File: src/rtl/uart_rx_param_if.sv
// rtl/uart_rx_param_if.sv - received-byte holding register handshake between UART receiver and consumer
interface uart_rx_param_if #(
    parameter int DATA_BITS = 8
);
    logic [DATA_BITS-1:0] rx_byte;
    logic                 rx_valid;
    logic                 rx_ready;
    logic                 parity_err;
    logic                 frame_err;
    logic                 overrun;

    modport master (
        output rx_byte, rx_valid, parity_err, frame_err, overrun,
        input  rx_ready
    );

    modport slave (
        input  rx_byte, rx_valid, parity_err, frame_err, overrun,
        output rx_ready
    );
endinterface

File: src/rtl/uart_rx_param.sv
// rtl/uart_rx_param.sv - oversampling UART receiver with optional parity, 1/2 stop bits, held-byte handshake
module uart_rx_param #(
    parameter int DATA_BITS  = 8,
    parameter int OVERSAMPLE = 16,
    parameter int PARITY_EN  = 0,
    parameter int PARITY_ODD = 0,
    parameter int STOP_BITS  = 1
) (
    input  logic             i_clk,
    input  logic             i_reset,
    input  logic             i_rx_serial,
    input  logic             i_bd,
    output logic             o_busy,
    uart_rx_param_if.master  rx
);
    localparam int CNT_W = $clog2(OVERSAMPLE);
    localparam int IDX_W = $clog2(DATA_BITS);
    localparam logic [CNT_W-1:0] HALF_LAST = CNT_W'(OVERSAMPLE / 2 - 1);
    localparam logic [CNT_W-1:0] BIT_LAST  = CNT_W'(OVERSAMPLE - 1);
    localparam logic [IDX_W-1:0] DATA_LAST = IDX_W'(DATA_BITS - 1);
    localparam logic [IDX_W-1:0] STOP_LAST = IDX_W'(STOP_BITS - 1);
    localparam logic             HAS_PAR   = (PARITY_EN != 0);
    localparam logic             ODD_PAR   = (PARITY_ODD != 0);

    typedef enum logic [2:0] {IDLE, START, DATA, PARITY, STOP} state_t;

    state_t               state, state_nx;
    logic [1:0]           sync;
    logic                 line;
    logic [CNT_W-1:0]     cnt;
    logic [IDX_W-1:0]     idx;
    logic [DATA_BITS-1:0] shreg;
    logic                 frame_perr, frame_ferr, ferr_final;
    logic                 armed;
    logic                 mid_start, mid_bit, handshake;
    logic                 cnt_clr, cnt_inc, idx_clr, idx_inc;
    logic                 shift_en, frame_clr, par_smp, stop_smp, complete;

    assign line      = sync[1];
    assign mid_start = i_bd && (cnt == HALF_LAST);
    assign mid_bit   = i_bd && (cnt == BIT_LAST);
    assign handshake = rx.rx_valid && rx.rx_ready;
    assign ferr_final = frame_ferr || (stop_smp && !line);

    always_ff @(posedge i_clk) begin
        if (i_reset) sync <= 2'b11;
        else         sync <= {sync[0], i_rx_serial};
    end

    always_ff @(posedge i_clk) begin
        if (i_reset) state <= IDLE;
        else         state <= state_nx;
    end

    always_comb begin
        state_nx = state;
        case (state)
            IDLE:   if (armed && !line) state_nx = START;
            START:  if (mid_start) state_nx = line ? IDLE : DATA;
            DATA:   if (mid_bit && idx == DATA_LAST) state_nx = HAS_PAR ? PARITY : STOP;
            PARITY: if (mid_bit) state_nx = STOP;
            STOP:   if (mid_bit && idx == STOP_LAST) state_nx = IDLE;
            default: state_nx = IDLE;
        endcase
    end

    always_comb begin
        cnt_clr   = 1'b0;
        cnt_inc   = 1'b0;
        idx_clr   = 1'b0;
        idx_inc   = 1'b0;
        shift_en  = 1'b0;
        frame_clr = 1'b0;
        par_smp   = 1'b0;
        stop_smp  = 1'b0;
        complete  = 1'b0;
        o_busy    = (state != IDLE);
        case (state)
            IDLE: cnt_clr = 1'b1;
            START: begin
                if (mid_start) begin
                    cnt_clr   = 1'b1;
                    idx_clr   = 1'b1;
                    frame_clr = 1'b1;
                end else if (i_bd) begin
                    cnt_inc = 1'b1;
                end
            end
            DATA: begin
                if (mid_bit) begin
                    shift_en = 1'b1;
                    cnt_clr  = 1'b1;
                    if (idx == DATA_LAST) idx_clr = 1'b1;
                    else                  idx_inc = 1'b1;
                end else if (i_bd) begin
                    cnt_inc = 1'b1;
                end
            end
            PARITY: begin
                if (mid_bit) begin
                    par_smp = 1'b1;
                    cnt_clr = 1'b1;
                end else if (i_bd) begin
                    cnt_inc = 1'b1;
                end
            end
            STOP: begin
                if (mid_bit) begin
                    stop_smp = 1'b1;
                    cnt_clr  = 1'b1;
                    if (idx == STOP_LAST) complete = 1'b1;
                    else                  idx_inc  = 1'b1;
                end else if (i_bd) begin
                    cnt_inc = 1'b1;
                end
            end
            default: cnt_clr = 1'b1;
        endcase
    end

    always_ff @(posedge i_clk) begin
        if (i_reset) begin
            cnt        <= '0;
            idx        <= '0;
            shreg      <= '0;
            frame_perr <= 1'b0;
            frame_ferr <= 1'b0;
            armed      <= 1'b1;
        end else begin
            if (cnt_clr)      cnt <= '0;
            else if (cnt_inc) cnt <= cnt + 1'b1;
            if (idx_clr)      idx <= '0;
            else if (idx_inc) idx <= idx + 1'b1;
            if (shift_en) shreg <= {line, shreg[DATA_BITS-1:1]};
            if (frame_clr) begin
                frame_perr <= 1'b0;
                frame_ferr <= 1'b0;
            end
            if (par_smp) frame_perr <= line ^ (^shreg) ^ ODD_PAR;
            if (stop_smp && !line) frame_ferr <= 1'b1;
            // A broken stop bit keeps the receiver deaf until the line is seen idle, so a break cannot retrigger it
            if (complete && ferr_final) armed <= 1'b0;
            else if (i_bd && line)      armed <= 1'b1;
        end
    end

    always_ff @(posedge i_clk) begin
        if (i_reset) begin
            rx.rx_byte    <= '0;
            rx.rx_valid   <= 1'b0;
            rx.parity_err <= 1'b0;
            rx.frame_err  <= 1'b0;
            rx.overrun    <= 1'b0;
        end else begin
            if (complete && (!rx.rx_valid || handshake)) begin
                rx.rx_byte    <= shreg;
                rx.parity_err <= HAS_PAR && frame_perr;
                rx.frame_err  <= ferr_final;
                rx.rx_valid   <= 1'b1;
            end else if (handshake) begin
                rx.rx_valid <= 1'b0;
            end
            if (handshake) rx.overrun <= 1'b0;
            else if (complete && rx.rx_valid) rx.overrun <= 1'b1;
        end
    end
endmodule

File: src/flat_wrapper.sv
// flat-port wrapper written by rule: the top's interface ports become plain ports
module uart_rx_param_flat 
#(
    parameter int DATA_BITS  = 8,
    parameter int OVERSAMPLE = 16,
    parameter int PARITY_EN  = 0,
    parameter int PARITY_ODD = 0,
    parameter int STOP_BITS  = 1
)
  (i_clk, i_reset, i_rx_serial, i_bd, o_busy, rx_rx_byte, rx_rx_valid, rx_parity_err, rx_frame_err, rx_overrun, rx_rx_ready);
  uart_rx_param_if #(.DATA_BITS(DATA_BITS)) rx_i ();
  input  logic i_clk;
  input  logic i_reset;
  input  logic i_rx_serial;
  input  logic i_bd;
  output logic o_busy;
  output wire logic [$bits(rx_i.rx_byte)-1:0] rx_rx_byte;
  output wire logic [$bits(rx_i.rx_valid)-1:0] rx_rx_valid;
  output wire logic [$bits(rx_i.parity_err)-1:0] rx_parity_err;
  output wire logic [$bits(rx_i.frame_err)-1:0] rx_frame_err;
  output wire logic [$bits(rx_i.overrun)-1:0] rx_overrun;
  input wire logic [$bits(rx_i.rx_ready)-1:0] rx_rx_ready;
  assign rx_rx_byte = rx_i.rx_byte;
  assign rx_rx_valid = rx_i.rx_valid;
  assign rx_parity_err = rx_i.parity_err;
  assign rx_frame_err = rx_i.frame_err;
  assign rx_overrun = rx_i.overrun;
  assign rx_i.rx_ready = rx_rx_ready;
  uart_rx_param #(.DATA_BITS(DATA_BITS), .OVERSAMPLE(OVERSAMPLE), .PARITY_EN(PARITY_EN), .PARITY_ODD(PARITY_ODD), .STOP_BITS(STOP_BITS)) u_core (.i_clk(i_clk), .i_reset(i_reset), .i_rx_serial(i_rx_serial), .i_bd(i_bd), .o_busy(o_busy), .rx(rx_i));
endmodule
File: config.mk
export PLATFORM = sky130hd
export DESIGN_NAME = uart_rx_param_flat
export DESIGN_NICKNAME = d
export VERILOG_FILES = /design/src/rtl/uart_rx_param_if.sv /design/src/rtl/uart_rx_param.sv /design/src/flat_wrapper.sv
export SDC_FILE = /design/constraint.sdc
export NUM_CORES = 1
export LEC_CHECK = 0
export CAP_MARGIN = 0
export CORE_MARGIN = 1.5
export CORE_UTILIZATION = 48
export CTS_BUF_LIST = sky130_fd_sc_hd__clkbuf_8
export DETAILED_ROUTE_END_ITERATION = 10
export PLACE_DENSITY = 0.82
export SKIP_LAST_GASP = 1
export SLEW_MARGIN = 30
export SYNTH_ARGS = -nofsm -noshare
export SYNTH_HDL_FRONTEND = slang
export SYNTH_SLANG_ARGS = --single-unit
File: constraint.sdc
create_clock -name i_clk -period 4.66 [get_ports i_clk]
set_input_delay 1.165 -clock i_clk [delete_from_list [all_inputs] [get_ports i_clk]]
set_output_delay 1.165 -clock i_clk [all_outputs]
set_load 0.005 [all_outputs]
==> metrics.md <==
| Metric | Value |
|---|---|
| Status | complete, no violations |
| Antenna violations before repair | 0 |
| Clock group share of total power | around half |
| Share of cells above drive strength 1 | 9.596% |
| # diodes | 0 |
| H-tree depth | 2 |
| Syn Area/Cell | about 8.7 um2 |
| Leak Pwr | 0.5993 nW |
| Max_cap viols | 0 |
| Ys async rst share | 0% |
| Clk pin slew, worst setup/hold paths | 70 ps |
| Synth top area share | 40.84% |
| Multi-input gate area | 865.8 um2 |
| Antenna-violating nets left | 0 |
| Hold path depth | 1 |
| Setup_tns | 0 ps |
| Core area | 3128 um2 |
| Die area | 3728 um2 |
| Critical Path Sink Type | output pin |
| Layout area overhead | 16.94% |
| Via count | roughly 1400 |
| Worst Tran Pin Value | 643.4 ps |
| Vias per cell | 5.649 |
| Seq/Total Area, Yosys | around two fifths |
| CTS Buf Count | 5 |
| Crit path max-delay family | buffers and inverters |
| Detailed-placement wirelength estimate | about 2200 um |
| CP Buf/Inv Count | 2 |
| CTS tree | built |
| Die X | 61.06 um |
| # Post-CTS Setup Buffers | 0 |
| Net Switching | 0.1198 mW |
| Post-DR wirelength/cell | 13.31 um |
| Power density over the cells | 308.9 nW/um2 |
| Resized Gates After CTS | 0 |
| CP startpoint kind | register |
| Largest net degree at the start of global routing | 31 |
| Fin. max-slew vios | 0 |
| Post-layout min period | 2892 ps |
| Initial core utilization | 51.72% |
| I/O Buffers | 16 |
| Combinational Power Share | 3.0% |
| Root Buffer | clkbuf_8 |
| Ports | 18 |
| Worst Path Max Fanout | 14 |
| Main flop type after synthesis | dfxtp_1 |
| WL final | 3222 um |
| Post-synth EDFFs | 0 |
| Grt total ovfl | 0 |
| Synth warnings | 0 |
| Switching portion of total power | 20.50% |
| Synth area leader | dfxtp_1 |
| Setup violations, final | 0 |
| Peak supply drop | 196.7 uV |
| Post-Syn Area | 1618 um2 |
| Final Hold Vio Count | 0 |
| CTS max path bufs | 2 |
| Vias in the first global route | 1129 |
| Synth cell count leaders | dfxtp_1, a21oi_1, nor2_1 |
| Fillers | 274 |
| CTS sink count | 33 |
| Starting DRT DRC Count | 41 |
| Final Power | 0.5844 mW |
| Tot GR Track Use | 18.90% |
| Cell count after synthesis | 185 |
| Synthesized Nets | 194 |
| Critical Path AT | about 1700 ps |
| Global-route wire length before repair | 5064 um |
| GPL Wtd Cong | 0.8625 |
| Top-count cell post-synth | dfxtp_1 |
| Period utilisation layout | 62.06% |
| Cell-internal power | 0.4647 mW |
| Worst path max stage delay | 650 ps |
| Seq pwr share | 48.9% |
| # hold bufs at CTS | 0 |
| Count of cell types in the netlist | 44 |
| Critical-path top delay cell | dfxtp_1 |
| Critical Path, Cell by Cell | inv_1 > nand2_1 > clkdlybuf4s50_1 |
| 1st-pass router iterations | 4 |
| Reg2Reg Depth | 5 |
| Count of state elements after synthesis | 33 |
| Slew headroom | 56.78% |
| Clock Latency Late Sink | between 200 and 300 ps |
| Core Rows | 20 |
| Worst min path class | reg -> reg |
| Design area | between 1500 and 2000 um2 |
| Reg area | 660.6 um2 |
| Critical path class | reg -> out |
| Drt drc | 0 |
| RSZ-0062 raised after global routing | false |
| Fmax | approximately 0.35 GHz |
| Final net count | 206 |
| Skew final | 2.621 ps |
| Worst hold margin | between 400 and 500 ps |
| Die Y | a little over 60 um |
| Worst path depth | 3 |
| Top cells by area, synth | dfxtp_1, a21oi_1, mux2i_1 |
| Critical Path RT | between 3000 and 4000 ps |
| Dpl cell area | between 1500 and 2000 um2 |
[sequential cells by signal, indices dropped and copies added (netlist names)]
| register | flops |
|---|---|
| u_core.rx.rx_byte | 8 |
| u_core.frame_ferr | 1 |
| u_core.cnt | 4 |
| u_core.sync | 2 |
| u_core.rx.frame_err | 1 |
| u_core.rx.rx_valid | 1 |
| u_core.shreg | 8 |
| u_core.idx | 3 |
| u_core.state | 3 |
| u_core.rx.overrun | 1 |
| u_core.armed | 1 |
[layer usage]
| layer | share of wire (%) | vias to the layer above | global-route usage, % |
|---|---|---|---|
| met5 | 0 | - | 0 |
| met4 | 1.6 | 0 | 7.453 |
| met3 | 5.2 | 5 | 7.563 |
| met2 | 44 | 34 | 27.66 |
| met1 | 49 | 635 | 25.00 |
| li1 | - | 693 | - |
[path summary, 6_finish.rpt]
| path | from | endpoint | slack [ps] |
|---|---|---|---|
| hold / removal | u_core.sync[0] | u_core.sync[1] | 410 |
| setup / recovery | u_core.state[0] | o_busy | 1770 |
| setup reg to reg | u_core.cnt[0] | u_core.rx.rx_byte[0] | 2550 |
| hold reg to reg | u_core.sync[0] | u_core.sync[1] | 410 |
[through the flow]
step | std cells | worst slack [ps] | utilization [%]
global route | 242 | 1632 | 60.48
finish | 242 | 1768 | 60.48
global placement | 234 | 1478 | 56.36
detailed placement | 234 | 1315 | 56.36
floorplan | 185 | 2545 | -
CTS | 242 | 1630 | 60.20
[cell type report]
cell class                      instances  area share [%]
Clock inverter                          2           1.984
Tap cell                               44           2.910
Sequential cell                        33           34.92
Inverter                                6           1.190
Timing Repair Buffer                   17           8.862
Clock buffer                            6           4.365
Multi-Input combinational cell        134           45.77
[logic make-up after synthesis]
| group | after synthesis | synth area share (%) |
|---|---|---|
| compound gates | 51 | 18.18 |
| fa+ha+maj | 4 | 3.094 |
| buf+inv | 18 | 6.187 |
| flops | 33 | 40.84 |
| mux | 10 | 6.187 |
| other cells | 1 | 0.2318 |
| simple gates | 68 | 25.29 |
[power by group through the flow]
stage	registers, mW	clock network [mW]	logic (mW)
2_1_floorplan	0.291	0	0.0124
3_3_place_gp	0.292	0	0.0170
3_5_place_dp	0.292	0	0.0172
4_1_cts	0.286	0.285	0.0173
5_1_grt	0.286	0.298	0.0187
6_report	0.286	0.281	0.0172
[placed cells by master, fill, tap and decap left out, drive strengths merged, types with 4 or more instances in the layout]
cell type and count:
o21ai 15, dfxtp 33, a21oi 23, nor4 5
ha 4, clkbuf 6, mux2i 10, nand2b 4
nand3 13, nand2 6, clkdlybuf4s50 16, nor2 17
nor3 4, inv 6
Note: power is estimated with default switching activity, not from simulation.
